$ cat src/rtl/board_safety_ctrl.sv
// rtl/board_safety_ctrl.sv - N-axis power/amplifier safety controller
// Owns power enable, relay, per-axis amp disable, host watchdog and motor-voltage settle timer.
module board_safety_ctrl #(
  parameter int NUM_AXES     = 4,
  parameter int TICK_DIV_W   = 8,
  parameter int MV_SETTLE    = 7680,
  parameter int WDOG_PWR_OFF = 0
) (
  input  logic                sysclk,
  input  logic                reset,
  input  logic                any_wen,
  input  logic                status_wen,
  input  logic [31:0]         status_wdata,
  input  logic                timeout_wen,
  input  logic [15:0]         timeout_wdata,
  input  logic                mv_good,
  input  logic [NUM_AXES-1:0] safety_amp_disable,
  output logic [NUM_AXES-1:0] amp_disable,
  output logic                pwr_enable,
  output logic                relay_on,
  output logic                wdog_timeout,
  output logic [15:0]         wdog_period,
  output logic [NUM_AXES-1:0] axis_fault,
  output logic [31:0]         status_rdata
);

  localparam int MVW = (MV_SETTLE > 1) ? $clog2(MV_SETTLE + 1) : 1;

  typedef enum logic [1:0] {S_OFF, S_SETTLE, S_READY} mv_state_t;

  mv_state_t             mv_state, mv_state_next;
  logic [MVW-1:0]        settle_cnt, settle_cnt_next;
  logic [TICK_DIV_W-1:0] presc;
  logic [15:0]           wdog_count;
  logic [NUM_AXES-1:0]   dis_q, dis_next;
  logic [NUM_AXES-1:0]   wr_mask, amp_cmd, fault_next, amp_en;
  logic                  tick, mv_ready, pwr_cmd, powerup_cmd;
  logic                  wdog_set, wdog_rise;
  logic                  unused_ok;

  assign unused_ok = ^status_wdata;

  assign tick        = &presc;
  assign mv_ready    = (mv_state == S_READY);
  assign wr_mask     = {NUM_AXES{status_wen}} & status_wdata[8 +: NUM_AXES];
  assign amp_cmd     = wr_mask & status_wdata[0 +: NUM_AXES];
  assign pwr_cmd     = status_wen & status_wdata[19] & status_wdata[18];
  assign powerup_cmd = pwr_cmd | (|amp_cmd);

  // A host write always restarts the watchdog, so it can never expire on that cycle.
  assign wdog_set  = ~any_wen & tick & (wdog_period != 16'd0) & (wdog_count == wdog_period);
  assign wdog_rise = wdog_set & ~wdog_timeout & ~powerup_cmd;

  // Enable decisions use the pre-write power state, so power must already be on.
  assign dis_next = (wr_mask & (~{NUM_AXES{pwr_enable}} | ~status_wdata[0 +: NUM_AXES]))
                  | (~wr_mask & dis_q)
                  | safety_amp_disable
                  | {NUM_AXES{~pwr_enable}}
                  | {NUM_AXES{wdog_timeout & ~powerup_cmd}};

  assign fault_next = safety_amp_disable | (axis_fault & ~amp_cmd);

  always_comb begin
    mv_state_next   = mv_state;
    settle_cnt_next = settle_cnt;
    if (!mv_good) begin
      mv_state_next   = S_OFF;
      settle_cnt_next = '0;
    end else begin
      case (mv_state)
        S_OFF: begin
          mv_state_next   = S_SETTLE;
          settle_cnt_next = '0;
        end
        S_SETTLE: begin
          if (tick) begin
            if (settle_cnt == MVW'(MV_SETTLE - 1)) mv_state_next = S_READY;
            else settle_cnt_next = settle_cnt + MVW'(1);
          end
        end
        S_READY: ;
        default: begin
          mv_state_next   = S_OFF;
          settle_cnt_next = '0;
        end
      endcase
    end
  end

  always_ff @(posedge sysclk or posedge reset) begin
    if (reset) begin
      presc        <= '0;
      wdog_count   <= '0;
      wdog_timeout <= 1'b0;
      wdog_period  <= '0;
      pwr_enable   <= 1'b0;
      relay_on     <= 1'b0;
      dis_q        <= '1;
      amp_disable  <= '1;
      axis_fault   <= '0;
      mv_state     <= S_OFF;
      settle_cnt   <= '0;
    end else begin
      presc      <= presc + TICK_DIV_W'(1);
      mv_state   <= mv_state_next;
      settle_cnt <= settle_cnt_next;

      if (any_wen) wdog_count <= '0;
      else if (tick && wdog_period != 16'd0 && wdog_count < wdog_period)
        wdog_count <= wdog_count + 16'd1;

      if (powerup_cmd) wdog_timeout <= 1'b0;
      else if (wdog_set) wdog_timeout <= 1'b1;

      if (timeout_wen) wdog_period <= timeout_wdata;

      if ((WDOG_PWR_OFF != 0) && wdog_rise) pwr_enable <= 1'b0;
      else if (status_wen && status_wdata[19]) pwr_enable <= status_wdata[18];

      if (status_wen && status_wdata[17]) relay_on <= status_wdata[16];

      dis_q       <= dis_next;
      amp_disable <= dis_q | {NUM_AXES{~mv_ready}};
      axis_fault  <= fault_next;
    end
  end

  assign amp_en       = ~amp_disable;
  assign status_rdata = {8'(NUM_AXES), wdog_timeout, mv_ready, pwr_enable, relay_on, 4'd0,
                         8'(axis_fault), 8'(amp_en)};

endmodule

$ cat config.mk
export PLATFORM = sky130hd
export DESIGN_NAME = board_safety_ctrl
export DESIGN_NICKNAME = d
export VERILOG_FILES = /design/src/rtl/board_safety_ctrl.sv
export SDC_FILE = /design/constraint.sdc
export NUM_CORES = 1
export LEC_CHECK = 0
export ABC_CLOCK_PERIOD_IN_PS = 2600
export CAP_MARGIN = 0
export CORE_ASPECT_RATIO = 1.25
export CORE_UTILIZATION = 43
export DETAILED_ROUTE_END_ITERATION = 16
export GPL_TIMING_DRIVEN = 0
export PLACE_DENSITY_LB_ADDON = 0.12
export SYNTH_ARGS = -nofsm -noshare
export SYNTH_HDL_FRONTEND = slang
export SYNTH_SLANG_ARGS = --single-unit
$ cat constraint.sdc
create_clock -name sysclk -period 2.6 [get_ports sysclk]
set_clock_uncertainty 0.2 [all_clocks]
set_input_delay 0.65 -clock sysclk [delete_from_list [all_inputs] [get_ports sysclk]]
set_output_delay 0.65 -clock sysclk [all_outputs]
set_load 0.005 [all_outputs]
; Word-level counts from Yosys, hierarchy flattened
; Cells that the tools add are included.
[classes]
n_reduce_logical = 12
n_eq_ne = 8
bitwise = 28
magnitude_cmp = 1
muxes = 12
add_sub_neg = 3
[op_table]
columns = cell, count
row1 = $mux 13, 3
row2 = $mux 16, 2
row3 = $or 4x4->4, 7
row4 = $pmux 13 s2, 1
row5 = $and 4x4->4, 5
row6 = $not 4->4, 5
row7 = $add 16x1->16 const B, 1
row8 = $eq 16x16->1, 1
row9 = $lt 16x16->1, 1
row10 = $reduce_bool 16->1, 1
row11 = $add 13x1->13 const B, 1
row12 = $eq 13x13->1 const B, 1
row13 = $ne 3x3->1 const B, 3
row14 = $add 8x1->8 const B, 1
row15 = $reduce_and 8->1, 1
row16 = $and 1x1->1, 6
row17 = $mux 2, 3
row18 = $pmux 2 s3, 1
row19 = $reduce_and 3->1, 2
row20 = $logic_and 1x1->1, 4
row21 = $not 1->1, 4
row22 = $reduce_bool 2->1, 2
row23 = $reduce_or 4->1, 1
row24 = $eq 2x1->1 const B, 1
row25 = 5 further kinds, 6
[word_totals]
output_inout_bits = 59
reg_bits = 70
wordCells = 75
input_bits = 58

; Depth between registers and ports, before layout
[depth]
depth_word = 7
depth_mapped = 10
ltp_nobuf = 8

; Least setup slack after synthesis
; OpenSTA, ideal clock, no wires.
[synth_timing]
path_kind = reg-to-reg
start = register wdog_period[13]
end = register wdog_count[9]
t_required_ps = 2322
path_stages_with_launch = 10
slack_ps = 170
period_less_slack_ps = 2430
n_path_buf = 1
arrival_time_ps = 2152
cell_sequence = dfrtp_1 inv_1 ha_1 nand4_1 o21bai_1 nor4_2 o2111ai_1 buf_2 or4_1 a21oi_1
[synth_between]
elab_chain_cells = 4
[synth_rtl]
columns = item, line
row1 = start: declaration, 22  ; output logic [15:0] wdog_period,
row2 = start signal: assignment, 115  ; if (timeout_wen) wdog_period <= timeout_wdata;
row3 = "parallel branches: the longest is 2 deep, another holds $lt 16x16->1", n/a
row4 = $logic_and 1x1->1 (*), 109  ; else if (tick && wdog_period != 16'd0 && wdog_count < wdog_period)
row5 = $reduce_bool 2->1 (no source line) (*), n/a
row6 = end signal: assignment, 110  ; wdog_count <= wdog_count + 16'd1;
row7 = end: declaration, 34  ; logic [15:0] wdog_count;
; Every way passes the cells marked *.
; A chain may end at the register's enable or synchronous reset.

; Final worst setup path
[layout_timing]
start = register wdog_period[10]
end = register wdog_count[8]
; Same word-level chain as after synthesis.

==> metrics.cfg <==
[place]
placed_cells_incl_taps = 605
placed_cell_area_um2 = 4758
io_buffers = 75
dp_slack_ns = -0.1289
post-dp-hpwl_um = 6507
place.gp.congestion = 0.8193

[routing]
ant_nets = 0
dr_total_vias = 3324
vias_per_cell = 5.194
dr.pass1.iters = 4
routed_wl_um = 9159
wl_per_cell_um = 14.31
remaining_drc_errors = 0
first_iter_violations = 136

[timing]
fmax_mhz = 386.2
hold_violations = 0
relSlewSlack_pct = 51.00
finalWorstSetupSlack_ns = 0.01062
setup_viol = 0
fin_crit_ns = 2.589
rsz0062_at_grt = true
slew_viol_final = 0
worstMarginPinSlew_ns = 0.7334
fin_crit_sh_pct = 99.59

[flow_run]
maxCapViolations = 0

[power]
ir_drop_v = 0.0003093
p_seq_share_pct = 46.1
switching_power_mw = 0.6697
intPower_mw = 1.881
p_leak_nw = 2.318
power_frac_comb_pct = 18.5
pwr-share-clk_pct = 35.5
p_per_area_nw_per_um2 = 479.7
p_sw_share_pct = 26.25

[logic_synthesis]
synth.cell_area_um2 = 3770
synth-seq-cells = 70
synth-async-reset-ratio_pct = 100.0
synth-warning-count = 0
synth_edf_count = 0
ys_types = 45
synth_flop_cell = dfrtp_1
syn_area_per_cell_um2 = 9.568
synth_cells = 394
ys_seq_area_share_pct = 46.73

[die]
coreArea_um2 = 8379
io_pins = 117
dieArea_um2 = 9148
fp-row-count = 37
initial_core_util_pct = 44.99
die_y_um = 106.7
fp.dieW_um = 85.75

[final_layout]
final_cell_mix = clkdlybuf4s50_1 (75), dfrtp_1 (58), buf_4 (46)
nFillCells = 723
layout.nets = 595
area_growth_pct = 41.06
final_cells = 640
final_area_um2 = 5318
layout_commonest_cell = clkdlybuf4s50_1
layout-drive-gt1-share_pct = 22.56
n_antenna_cell = 0
final_util_pct = 63.46

[setup_path]
critical_path_class = flip-flop to flip-flop
crit_chain = inv_1 -> ha_1 -> nand2_2 -> nor3_2 -> nor4_4 -> o2111ai_4 -> buf_6 -> or4_4 -> a21oi_2
cp.arrival_ns = 2.67
worstSetupStartpointType = flip-flop
rrSetupSlack_ns = 0.01
ff2ff_path_depth = 9
end_kind = flip-flop
r2r-start = wdog_period[10]
max_stage_delay_ns = 0.51
cp_max_fo = 8
startpoint = wdog_period[10]
crit_required_ns = 2.68
endpoint = wdog_count[8]
crit_slowest_cell = or4_4
r2r-end = wdog_count[8]

[cts]
root_buffer = clkbuf_8
cts_tree = yes
cts_buffer_depth = 2
numCtsBuffers = 9
clkTransAtPathRegs_ns = 0.08
ctsHoldBuffers = 0
htree_levels = 3
clk-insertion-delay-late_ns = 0.36
clock-sinks = 70

[run_status]
outcome = completed

[global_routing]
grt_start_max_net_pins = 39
grt_pass1_vias = 3153
antenna_found_initial = 0
grt_usage_pct = 20.22
grt_pass1_wl_um = 14400
grt_remaining_overflow = 0

[worst_hold_path]
hold_start = presc[0]
hold_path_class = flip-flop to flip-flop

## sequential cells by signal, summed over array words and instances (netlist names)
| register | cells |
|---|---|
| wdog_count | 16 |
| amp_disable | 4 |
| mv_state | 2 |
| settle_cnt | 13 |
| dis_q | 4 |
| wdog_timeout | 1 |
| axis_fault | 4 |
| relay_on | 1 |
| presc | 8 |
| pwr_enable | 1 |
| wdog_period | 16 |
## final cells by class
| cell class | count | area (um^2) | share of cell area, % |
|---|---|---|---|
| plain buffers | 41 | 287.8 | 5.412 |
| multi-input cells | 275 | 1897 | 35.67 |
| clock buffers | 13 | 158.9 | 2.988 |
| clock inverters | 3 | 42.54 | 0.8000 |
| well taps | 117 | 146.4 | 2.753 |
| repair buffers | 95 | 917.1 | 17.25 |
| flip-flops and latches | 70 | 1767 | 33.22 |
| inverters | 26 | 101.3 | 1.906 |
## power by group through the flow
stage	clock network, mW	registers, mW	logic, mW
6_report	0.905	1.18	0.471
5_1_grt	0.964	1.18	0.523
4_1_cts	0.927	1.18	0.443
3_5_place_dp	0	1.20	0.432
3_3_place_gp	0	1.20	0.423
2_1_floorplan	0	1.19	0.221
## metrics by stage
step                setup TNS [ns]  hold WS (ns)  power (mW)
detailed placement          -1.160        0.2501       1.630
finish                           0        0.2602       2.551
CTS                        -0.2359        0.2609       2.546
global placement          -0.03696        0.2446       1.618
floorplan                        0        0.2150       1.411
global route                -1.126        0.2750       2.668
## kinds of logic (layout without fill, tap and decap cells)
logic type      after synthesis  count (layout)  share of synthesized area, %
simple gates                130             130                         18.65
compound gates               86              86                         13.64
flops                        70              70                         46.73
buf+inv                      67             178                         9.592
fa+ha+maj                    19              19                         6.306
xor+xnor                     16              16                         3.717
mux                           4               4                         1.162
other cells                   2              20                        0.1992
## worst max-delay path, delay by kind of cell, from the launching register on
kind,cells,cell delay (ns)
AOI/OAI and AO/OA,2,0.34
DFF,1,0.39
buffers and inverters,2,0.27
and+or+nand+nor,4,0.99
adders and majority gates,1,0.31
## how the worst min path moves through the flow
| stage | end | slack, ns | cells past startpoint |
|---|---|---|---|
| after global routing | presc[0] | 0.28 | 1 |
| after floorplan | presc[0] | 0.21 | 1 |
| after CTS | presc[0] | 0.26 | 1 |
| final | presc[0] | 0.26 | 1 |
| after detailed placement | presc[0] | 0.25 | 1 |
| after global placement | presc[0] | 0.24 | 1 |
## per-layer routing
layer | share of wire, % | up-vias | track usage, %
met3 | 3.2 | 19 | 2.925
met2 | 55 | 77 | 35.89
met1 | 39 | 1634 | 23.13
met5 | 0 | - | 0
li1 | - | 1594 | -
met4 | 2.6 | 0 | 11.43
## synthesized netlist by cell type (2+ instances only)
cell type,instances,area share [%]
a211o_1,4,0.93
a211oi_1,2,0.40
a21o_1,9,1.8
a21oi_1,23,3.1
and3_1,8,1.3
and4_1,6,1.4
buf_2,4,0.53
buf_4,28,5.6
clkbuf_1,8,0.80
conb_1,2,0.20
dfrtp_1,62,41
dfstp_2,8,5.6
ha_1,19,6.3
inv_1,26,2.6
mux2_2,3,0.90
nand2_1,33,3.3
nand2b_1,6,1.0
nand3_1,20,2.7
nand4_1,9,1.5
nand4b_1,2,0.46
nor2_1,16,1.6
nor2b_1,3,0.50
nor3_1,3,0.40
nor4_1,5,0.83
o211ai_1,3,0.60
o21ai_0,32,4.2
o31ai_1,5,1.0
or3_1,10,1.7
or4_1,5,1.0
xnor2_1,4,0.93
xor2_1,12,2.8
## what timing repair did
action,4_1_cts,5_1_grt
setup endpoints to repair,15,17
hold endpoints to repair,0,0
buffers inserted,3,15
gates cloned,0,1
pin swaps,3,19
resized for setup,4,51
Note: power is estimated with default switching activity, not from simulation.
